**config.mk**
```make
export PLATFORM = sky130hd
export DESIGN_NAME = sseg_scan_controller
export DESIGN_NICKNAME = d
export VERILOG_FILES = /design/src/rtl/sseg_scan_controller.sv
export SDC_FILE = /design/constraint.sdc
export NUM_CORES = 1
export LEC_CHECK = 0
export CORE_ASPECT_RATIO = 1.4
export CORE_MARGIN = 2
export CORE_UTILIZATION = 55
export CTS_BUF_LIST = sky130_fd_sc_hd__clkbuf_8
export DETAILED_ROUTE_END_ITERATION = 10
export GPL_TIMING_DRIVEN = 0
export PLACE_DENSITY = 0.87
export SYNTH_ARGS = -nofsm -noshare
export SYNTH_HDL_FRONTEND = slang
export SYNTH_SLANG_ARGS = --single-unit
export TNS_END_PERCENT = 5
```
**constraint.sdc**
```tcl
create_clock -name clock -period 5.57 [get_ports clock]
set_clock_uncertainty 0.2 [all_clocks]
set_input_delay 0.8355 -clock clock [delete_from_list [all_inputs] [get_ports clock]]
set_output_delay 0.8355 -clock clock [all_outputs]
set_load 0.1 [all_outputs]
```
**src/rtl/sseg_scan_controller.sv**
```systemverilog
// sseg_scan_controller
//   Time-multiplexes up to 8 seven-segment digits through one shared decoder.
//   Each digit slot has two phases. First, all anodes are held off for a short
//   ghost-suppression window while the digit's nibble is already on num. Then
//   the digit's anode is lit for the rest of the slot.
//   Display data is double-buffered. load captures into a shadow copy, and the
//   shadow is promoted to the active copy only when digit DIGITS-1 wraps to
//   digit 0, so a frame is never torn.
//
//   state | meaning
//   ------+--------------------------------------------------------------
//   IDLE  | not scanning; anodes off; idx=0, cnt=0; load writes shadow+active
//   BLANK | slot start; anodes off; num/dp show digit idx; cnt 0..BLANK_CYCLES-1
//   SHOW  | anode idx lit unless blanked; cnt BLANK_CYCLES..REFRESH_DIV-1
//
// Ports
//   clock       in   system clock, rising edge
//   reset       in   asynchronous, active-high
//   enable      in   1 = scan, 0 = idle with anodes off
//   load        in   strobe: capture value/dp_mask/blank_mask into shadow
//   value       in   digit nibbles, digit i = value[4i+3:4i]
//   dp_mask     in   decimal-point request per digit
//   blank_mask  in   1 = digit never lit
//   num         out  nibble to the decoder
//   dp          out  decimal point of the current digit
//   anode       out  one-hot digit enable, active-high
//   frame       out  one-cycle pulse on the digit DIGITS-1 -> 0 wrap
module sseg_scan_controller #(
    parameter int DIGITS       = 4,
    parameter int REFRESH_DIV  = 50000,
    parameter int BLANK_CYCLES = 500
) (
    input  logic                  clock,
    input  logic                  reset,
    input  logic                  enable,
    input  logic                  load,
    input  logic [4*DIGITS-1:0]   value,
    input  logic [DIGITS-1:0]     dp_mask,
    input  logic [DIGITS-1:0]     blank_mask,
    output logic [3:0]            num,
    output logic                  dp,
    output logic [DIGITS-1:0]     anode,
    output logic                  frame
);

    localparam int IDXW = (DIGITS > 1) ? $clog2(DIGITS) : 1;
    localparam int CNTW = $clog2(REFRESH_DIV);

    localparam logic [CNTW-1:0] CNT_LAST   = CNTW'(REFRESH_DIV - 1);
    localparam logic [CNTW-1:0] BLANK_LAST = CNTW'(BLANK_CYCLES - 1);
    localparam logic [IDXW-1:0] IDX_LAST   = IDXW'(DIGITS - 1);

    typedef enum logic [1:0] {
        IDLE  = 2'd0,
        BLANK = 2'd1,
        SHOW  = 2'd2
    } state_t;

    state_t               state;
    logic [IDXW-1:0]      idx;
    logic [CNTW-1:0]      cnt;

    logic [4*DIGITS-1:0]  sh_val;
    logic [DIGITS-1:0]    sh_dp;
    logic [DIGITS-1:0]    sh_blank;
    logic [4*DIGITS-1:0]  act_val;
    logic [DIGITS-1:0]    act_dp;
    logic [DIGITS-1:0]    act_blank;

    logic                 slot_end;
    logic                 wrap;
    logic                 take_load;
    logic [IDXW-1:0]      nxt_idx;
    logic [IDXW-1:0]      sel_idx;
    logic [4*DIGITS-1:0]  eff_val;
    logic [DIGITS-1:0]    eff_dp;
    logic [DIGITS-1:0]    eff_blank;
    logic [3:0]           nxt_num;
    logic                 nxt_dp;
    logic [DIGITS-1:0]    show_anode;

    always_comb begin
        slot_end  = (state == SHOW) && (cnt == CNT_LAST);
        wrap      = slot_end && (idx == IDX_LAST);
        // A load goes straight to the active copy when idle, or when it
        // coincides with the frame wrap (bypass the shadow).
        take_load = load && ((state == IDLE) || wrap);
        nxt_idx   = (idx == IDX_LAST) ? '0 : idx + IDXW'(1);
        sel_idx   = (state == IDLE) ? '0 : nxt_idx;

        // Data that will be active for the slot about to start.
        if (take_load) begin
            eff_val   = value;
            eff_dp    = dp_mask;
            eff_blank = blank_mask;
        end else if (wrap) begin
            eff_val   = sh_val;
            eff_dp    = sh_dp;
            eff_blank = sh_blank;
        end else begin
            eff_val   = act_val;
            eff_dp    = act_dp;
            eff_blank = act_blank;
        end

        nxt_num    = 4'd0;
        nxt_dp     = 1'b0;
        show_anode = '0;
        for (int i = 0; i < DIGITS; i++) begin
            if (IDXW'(i) == sel_idx) begin
                nxt_num = eff_val[4*i +: 4];
                nxt_dp  = eff_dp[i];
            end
            if (IDXW'(i) == idx) begin
                show_anode[i] = ~act_blank[i];
            end
        end
    end

    always_ff @(posedge clock or posedge reset) begin
        if (reset) begin
            state     <= IDLE;
            idx       <= '0;
            cnt       <= '0;
            sh_val    <= '0;
            sh_dp     <= '0;
            sh_blank  <= '0;
            act_val   <= '0;
            act_dp    <= '0;
            act_blank <= '0;
            num       <= 4'd0;
            dp        <= 1'b0;
            anode     <= '0;
            frame     <= 1'b0;
        end else begin
            frame <= 1'b0;

            if (load) begin
                sh_val   <= value;
                sh_dp    <= dp_mask;
                sh_blank <= blank_mask;
            end

            // Dropping enable cancels a pending wrap, so no promotion there.
            if (take_load && (enable || state == IDLE)) begin
                act_val   <= value;
                act_dp    <= dp_mask;
                act_blank <= blank_mask;
            end else if (wrap && enable) begin
                act_val   <= sh_val;
                act_dp    <= sh_dp;
                act_blank <= sh_blank;
            end

            if (!enable) begin
                state <= IDLE;
                idx   <= '0;
                cnt   <= '0;
                anode <= '0;
            end else begin
                case (state)
                    IDLE: begin
                        state <= BLANK;
                        idx   <= '0;
                        cnt   <= '0;
                        anode <= '0;
                        num   <= nxt_num;
                        dp    <= nxt_dp;
                    end
                    BLANK: begin
                        cnt <= cnt + CNTW'(1);
                        if (cnt == BLANK_LAST) begin
                            state <= SHOW;
                            anode <= show_anode;
                        end
                    end
                    SHOW: begin
                        if (slot_end) begin
                            state <= BLANK;
                            cnt   <= '0;
                            idx   <= nxt_idx;
                            anode <= '0;
                            num   <= nxt_num;
                            dp    <= nxt_dp;
                            frame <= wrap;
                        end else begin
                            cnt <= cnt + CNTW'(1);
                        end
                    end
                    default: begin
                        state <= IDLE;
                        idx   <= '0;
                        cnt   <= '0;
                        anode <= '0;
                    end
                endcase
            end
        end
    end

endmodule

```
Word-level counts from Yosys, hierarchy flattened

Index checks and enable logic that the tools add are counted.

Register bits: 78
Input bits: 28

Add/sub/neg operators: 2
Equal/unequal tests: 15
Multiplexer cells: 45
Bitwise logic cells: 4
Reduce and logical (&&, ||, !) cells: 15

Operator list:

| kind                  | count |
|---|---|
| $mux 16               | 6 |
| $mux 4                | 14 |
| $pmux 16 s2           | 1 |
| $add 16x1->16 const B | 1 |
| $eq 16x16->1 const B  | 1 |
| $eq 16x9->1 const B   | 1 |
| $pmux 4 s2            | 2 |
| $mux 2                | 7 |
| $mux 1                | 12 |
| $eq 2x2->1 const A    | 4 |
| $logic_not 2->1       | 3 |
| $ne 3x3->1 const B    | 2 |
| $pmux 2 s3            | 1 |
| $logic_and 1x1->1     | 5 |
| $eq 1x2->1 const A    | 2 |
| $eq 2x2->1 const B    | 2 |
| $ne 2x2->1 const B    | 2 |
| $not 1->1             | 4 |
| $pmux 2 s2            | 1 |
| $reduce_and 2->1      | 2 |
| $reduce_bool 2->1     | 2 |
| $reduce_and 3->1      | 1 |
| $add 2x1->2 const B   | 1 |
| $eq 2x1->1 const B    | 1 |
| other kinds (2)       | 3 |

Logic depth before layout (Yosys ltp)

Gate-level depths: netlist of run 1.

Word-level depth: 12
Mapped depth: 10
Gate-level depth less buffers: 8

Worst setup path after synthesis of run 1

Ideal clock, no wire load.

Path kind: register to register
Start point: register state[0]
End point: register num[0]
Library setup time: 0.068 ns
Arrival time: 2.170 ns
Required time: 5.302 ns
Path slack: 3.132 ns
Cell stages (with the launch flop): 11
Period minus slack after synthesis: 2.438 ns
Cell sequence: dfrtp_1 inv_1 ha_1 and4_1 and4_1 buf_6 and3_4 buf_8 mux2_4 a311oi_1 o32a_1

Cells in the longest elaborated chain, start to end: 12

Ends and longest elaborated chain:

| element                | line    | text |
|---|---|---|
| from (decl)            | 59      | `state_t state;` |
| from (signal assigned) | 122     | `state <= IDLE;` |
| from (signal assigned) | 156     | `state <= IDLE;` |
| from (signal assigned) | 163     | `state <= BLANK;` |
| $eq 2x2->1             | 83, 161 |  |
| $logic_and 1x1->1      | 83      | `slot_end = (state == SHOW) && (cnt == CNT_LAST);` |
| $logic_and 1x1->1      | 84      | `wrap = slot_end && (idx == IDX_LAST);` |
| $logic_or 1x1->1       | 87      | `take_load = load && ((state == IDLE) \|\| wrap);` |
| $logic_and 1x1->1      | 87      |  |
| $mux 16                | 92      | `if (take_load) begin` |
| $mux 4 (4 in series)   | 110     | `if (IDXW'(i) == sel_idx) begin` |
| $mux 4                 | 178     | `if (slot_end) begin` |
| $pmux 4 s2             | 161     | `case (state)` |
| to (signal assigned)   | 167     | `num <= nxt_num;` |
| to (signal assigned)   | 183     | `num <= nxt_num;` |
| to (decl)              | 40      | `output logic [3:0] num,` |

Parallel ways exist; a longest one is shown, timed or not. The select of a mux whose other input is x is not followed.
A chain may end at the register's enable or synchronous reset.

Final worst setup path of run 1

Start point: register idx[0]
End point: register num[1]

Cells in the longest elaborated chain, start to end: 11

Ends and longest elaborated chain:

| element                                             | line | text |
|---|---|---|
| from (decl)                                         | 60   | `logic [IDXW-1:0] idx;` |
| from (signal assigned)                              | 181  | `idx <= nxt_idx;` |
| branches (longest 8 deep; another with $add 2x1->2) | n/a  |  |
| $mux 4 *                                            | 110  |  |
| $mux 4                                              | 178  |  |
| $pmux 4 s2 *                                        | 161  |  |

Mark *: on every way between the ends. The select of a mux whose other input is x is not followed.

==> run metrics, run 1 <==
RSZ-0062 raised after global routing=no; post-synth top area cell=dfrtp_1; Switch Pwr=0.834 mW; Max Slew Vio Count=0; Root Buffer=clkbuf_8; WS Path Type=reg2reg; CP Max Fanout=10; maximum VDD drop=0.263 mV; Mapped Area=0.00429 mm²; Via density=5.85; post-CTS setup buffers=0; Crit. End Element=register; Worst-Skew Late Latency=0.36 ns; syn avg cell area=10.2 µm²; min-delay worst type=reg2reg; Total Routing Usage GR=0.249; endpoints failing setup=0; critical path's slowest cell=nor3_1; Layout Nets=507; min Tclk post-route=2.94 ns; Die Width=78.6 µm; Switching Share=0.378; sequential power share=0.367; Synth Register Bits=78; Req. time, crit path=5.68 ns; layout cells sized above 1=0.187; Ports=38; period utilisation layout=0.528; Final GP Congestion=0.900; max-cap violations=0; Crit path buffers/inverters=2; WL per Instance=17.0 µm; Critical Path Start=idx[0]; Syn Inst Count=421; area delta synth->final=18.2%; Critical Path End=num[1]; Clock Sinks=78; die area=0.00853 mm²; drt first pass iters=5; r2r worst-path depth=8; WL final=9780 µm; CTS tree=done; DR vias=3366; Tightest Pin Transition=0.972 ns; Worst setup SP type=register; Core Rows=38; cell area power density=435 mW/mm²; Final Power=2.20 mW; Routed Antenna Nets=0; Levels on crit path=8; number of synthesized flops with an enable pin=0; residual DRC count=0; worst r2r src=idx[0]; leakage power of the design=2.14 nW; CP arrival=3.05 ns; Detailed Route Iter0 Violations=201; prevailing post-synth register cell=dfrtp_1; Hold Path Origin=cnt[0]; capturing point of the worst reg2reg path=num[1]; top-count cell post-synth=dfrtp_1; I/O Buffers=37; async set or reset register ratio after synthesis=1.00; Initial Util=0.560; register area share after synthesis=0.455; CTS Buffer Depth=2; Setup TNS Final=0 ns; H-tree levels=3; hold buffers post-CTS=0; first-pass GRT wire length=16500 µm; ANT cells=0; global route total overflow=0; synth cell count leaders=78 x dfrtp_1, 77 x nor2_1, 50 x mux2_2; Area contributors post-synth=dfrtp_1 46%, mux2_2 13%, nor2_1 6.7%, o22ai_1 3.6%, nand2_1 3.2%; clock share of power=0.243; delay-heaviest family, CP=simple AND/OR/NAND/NOR gates; Internal=1.37 mW; r2r setup slk=2.63 ns; number of synthesis warnings=0; Synth Net Count=458; maximum clock frequency=340 MHz; status=finished, final reports clean; Post-DP HPWL=6670 µm; core area=0.00765 mm²; Final Hold Viols=0; area share of the largest cell type after synthesis=0.455; number of global-route vias before repair=3496; fillers=582; CTS buffer count=9; Resized Gates After CTS=0; Slew Limit Headroom=0.350; initial antenna violation count=0; unique cell type count in the Yosys netlist=54; worst-path cell chain=ha_1, buf_2, or2_2, clkbuf_1, nor3_1, a221oi_1, a311oi_1, o32a_1; max incr delay on CP=0.63 ns; Die Y-Extent=108 µm; combinational share of power=0.390; Clk pin slew, worst setup/hold paths=0.08 ns; largest net degree at the start of global routing=71
stage by stage:
step	cells	hold slack [ns]	worst slack, ns	cell area [µm²]	utilization
4_1_cts	575	0.294	2.64	5070	0.662
2_1_floorplan	421	0.248	2.54	4290	-
3_5_place_dp	559	0.284	2.33	4810	0.629
3_3_place_gp	558	0.263	1.39	4780	0.625
6_report	575	0.288	2.63	5070	0.662
5_1_grt	575	0.316	2.42	5070	0.662
state kept, by name, summed over array words and instances, names as in the netlist, 2 cells and up:
register   cells
num            4
anode          4
state          2
sh_val        16
act_blank      4
act_val       16
act_dp         4
idx            2
cnt           16
sh_dp          4
sh_blank       4
placed cells by master (no fill, tap or decap), types with 8 or more instances in the layout:
master            n
buf_2             8
clkbuf_8         11
dfrtp_1          78
nand2_1          36
mux2_2           50
ha_1              9
clkdlybuf4s50_1  37
clkbuf_1         10
o22ai_1          25
nor2_1           77
worst min-delay path by stage:
stage | to | cells past startpoint
floorplan | cnt[0] | 1
global placement | cnt[0] | 1
detailed placement | cnt[0] | 1
CTS | cnt[0] | 1
global route | cnt[0] | 1
finish | cnt[0] | 1
layout make-up:
cell class	instances	area [µm²]	share of cell area
clock buffer	11	151	0.0299
buffer	25	123	0.0242
timing repair buffer	38	398	0.0785
sequential	78	1950	0.385
multi-input combinational	310	2180	0.431
tap	100	125	0.0247
clock inverter	5	105	0.0207
inverter	8	32.5	0.00642
routing by layer:
metal | up-vias | wire (µm) | GRT usage
li1 | 1599 | - | -
met1 | 1631 | 4160 | 0.313
met2 | 117 | 4940 | 0.400
met3 | 19 | 446 | 0.0484
met4 | 0 | 237 | 0.143
met5 | - | 0 | 0
power by group through the flow:
stage / sequential [mW] / combinational [mW] / clock (mW)
global route: 0.827 / 0.946 / 0.561
finish: 0.810 / 0.860 / 0.535
global placement: 0.807 / 0.823 / 0
CTS: 0.807 / 0.859 / 0.541
detailed placement: 0.819 / 0.850 / 0
floorplan: 0.925 / 0.521 / 0
logic make-up after synthesis:
kind of cell             Yosys count  synth area share
AO/OA/AOI/OAI                     62             0.104
adder cells (fa/ha/maj)            9            0.0263
multiplexers                      65             0.171
AND/OR/NAND/NOR                  160             0.179
flip-flops                        78             0.455
buffers and inverters             33            0.0356
XOR/XNOR                          14            0.0286
No activity file was read; power rests on OpenSTA's default activity.
==> run 2, diff against run 1 <==
Settings changed: CORE_UTILIZATION 55 to 54, PLACE_DENSITY 0.87 to 0.88.
Clock period 5.57 ns to 2.58 ns, I/O delays scaled along.
==> run 2 against run 1 <==
- the run now ends with negative setup slack left
- worst hold slack lost 0.019 ns
- sequential share of layout area fell by 0.97 points
- first-iteration DRC count grew 69%
- via count up 6.6%
- die area up 1.8%
- register-to-register slack worse by 2.6 ns
- sequential power increased by 120%
- clock power is 67% higher
- final cell count increased by 0.70%
- core utilization rose by 0.91 points
- global-route usage down 0.44 points
- critical path type unchanged
==> run metrics, run 2 (synthesis results as in run 1) <==
maximum VDD drop=0.539 mV; Final Hold Viols=0; Ports=38; I/O Buffers=37; Slew Limit Headroom=0.346; drt first pass iters=7; H-tree levels=3; maximum clock frequency=387 MHz; die area=0.00868 mm²; Die Width=79.3 µm; initial antenna violation count=0; core area=0.00775 mm²; ANT cells=0; worst setup margin=-0.00262 ns; residual DRC count=0; CTS tree=done; post-route insts no fill=579; min-delay worst type=reg2reg; period utilisation layout=1.00; Root Buffer=clkbuf_8; Internal=2.83 mW; number of global-route vias before repair=3541; CP arrival=2.69 ns; Die Y-Extent=109 µm; Final Power=4.70 mW; CP Max Fanout=8; DR vias=3589; Tightest Pin Transition=0.978 ns; max-cap violations=0; global route total overflow=0; Placed Cells=559; combinational share of power=0.436; endpoints failing setup=1; WL final=10600 µm; CTS buffer count=9; Post-DP HPWL=6950 µm; Initial Util=0.553; WS Path Type=reg2reg; Core Rows=38; Req. time, crit path=2.69 ns; leakage power of the design=2.16 nW; Via density=6.20; area delta synth->final=21.4%; CTS Buffer Depth=2; Layout Nets=512; first-pass GRT wire length=16400 µm; sequential power share=0.373; clock share of power=0.190; largest net degree at the start of global routing=41; Routed Antenna Nets=0; Switching Share=0.399; most frequent cells in the layout=77 x dfrtp_1, 74 x nor2_1, 50 x mux2_2; Clk pin slew, worst setup/hold paths=0.08 ns; layout cells sized above 1=0.244; Worst-Skew Late Latency=0.37 ns; WL per Instance=18.2 µm; cell area power density=904 mW/mm²; status=complete, but fails checks; Crit. End Element=register; Detailed Route Iter0 Violations=340; Top Registers=act_val x16, cnt x16, sh_val x16; failing checks=negative setup slack; Clock Sinks=78; Total Routing Usage GR=0.245; Worst setup SP type=register; Final GP Congestion=0.907; min Tclk post-route=2.58 ns; Switch Pwr=1.88 mW; Max Slew Vio Count=0; commonest non-fill, non-tap cell in the layout=dfrtp_1
run 2: cell types whose count changed in the layout (fill, tap and decap cells not counted), sizes merged:
cell / change
buf: +5
bufinv: -3
a41oi: +1
clkbuf: +1
clkinvlp: +1
inv: -1
run 2: what timing repair did:
action	4_1_cts	5_1_grt
gates cloned	0	2
pin swaps	1	6
setup buffers	1	4
hold buffers	0	0
endpoints found under the setup margin	35	35
resized for setup	21	19
run 2: critical path, cell delays in order, from the launching register on:
cell and delay, ns:
dfrtp_1 0.41, inv_2 0.10, ha_4 0.15, and4_1 0.18, and4_1 0.22, buf_6 0.15
and3_4 0.20, buf_8 0.14, mux2_4 0.30, a311oi_2 0.27, o32a_1 0.20
run 2: layout make-up:
class / instances / area [µm²]
Inverter: 8 / 33.8
Sequential cell: 78 / 1950
Buffer: 23 / 141
Clock inverter: 2 / 15.0
Fill cell: 537 / 2550
Timing Repair Buffer: 44 / 437
Clock buffer: 13 / 179
Tap cell: 100 / 125
Multi-Input combinational cell: 311 / 2320
run 2: stage by stage:
stage / hold WS [ns] / setup WS, ns / util / area [µm²] / setup TNS, ns
after floorplan: 0.248 / 0.142 / - / 4290 / 0
after global placement: 0.276 / -0.232 / 0.618 / 4790 / -4.41
after detailed placement: 0.287 / -0.256 / 0.620 / 4810 / -6.68
after CTS: 0.296 / 0.0153 / 0.657 / 5090 / 0
after global routing: 0.291 / -0.0749 / 0.671 / 5200 / -0.168
final: 0.269 / -0.00262 / 0.671 / 5200 / -0.00262
run 2: layer usage:
| metal | vias to the layer above | share of wire | global-route usage |
|---|---|---|---|
| met1 | 1791 | 0.40 | 0.286 |
| met3 | 33 | 0.056 | 0.0476 |
| met4 | 0 | 0.034 | 0.122 |
| met2 | 152 | 0.51 | 0.427 |
| met5 | - | 0 | 0 |
| li1 | 1613 | - | - |
run 2: path summary, 6_finish.rpt:
| kind | endpoint | slack, ns | start | cells after the start |
|---|---|---|---|---|
| min | cnt[0] | 0.27 | cnt[0] | 1 |
| min reg2reg | cnt[0] | 0.27 | cnt[0] | 1 |
| max in group asynchronous | sh_val[15] | 1.18 | reset | 3 |
| max | num[1] | -0.003 | state[0] | 10 |
| max reg2reg | num[1] | -0.003 | state[0] | 10 |
| min in group asynchronous | cnt[11] | 0.34 | reset | 2 |
run 2: power groups by stage:
stage	clock network (mW)	registers [mW]	logic, mW
detailed placement	0	1.77	1.85
global placement	0	1.74	1.77
CTS	0.910	1.75	1.95
finish	0.895	1.76	2.05
floorplan	0	2.00	1.12
global route	0.958	1.78	2.21
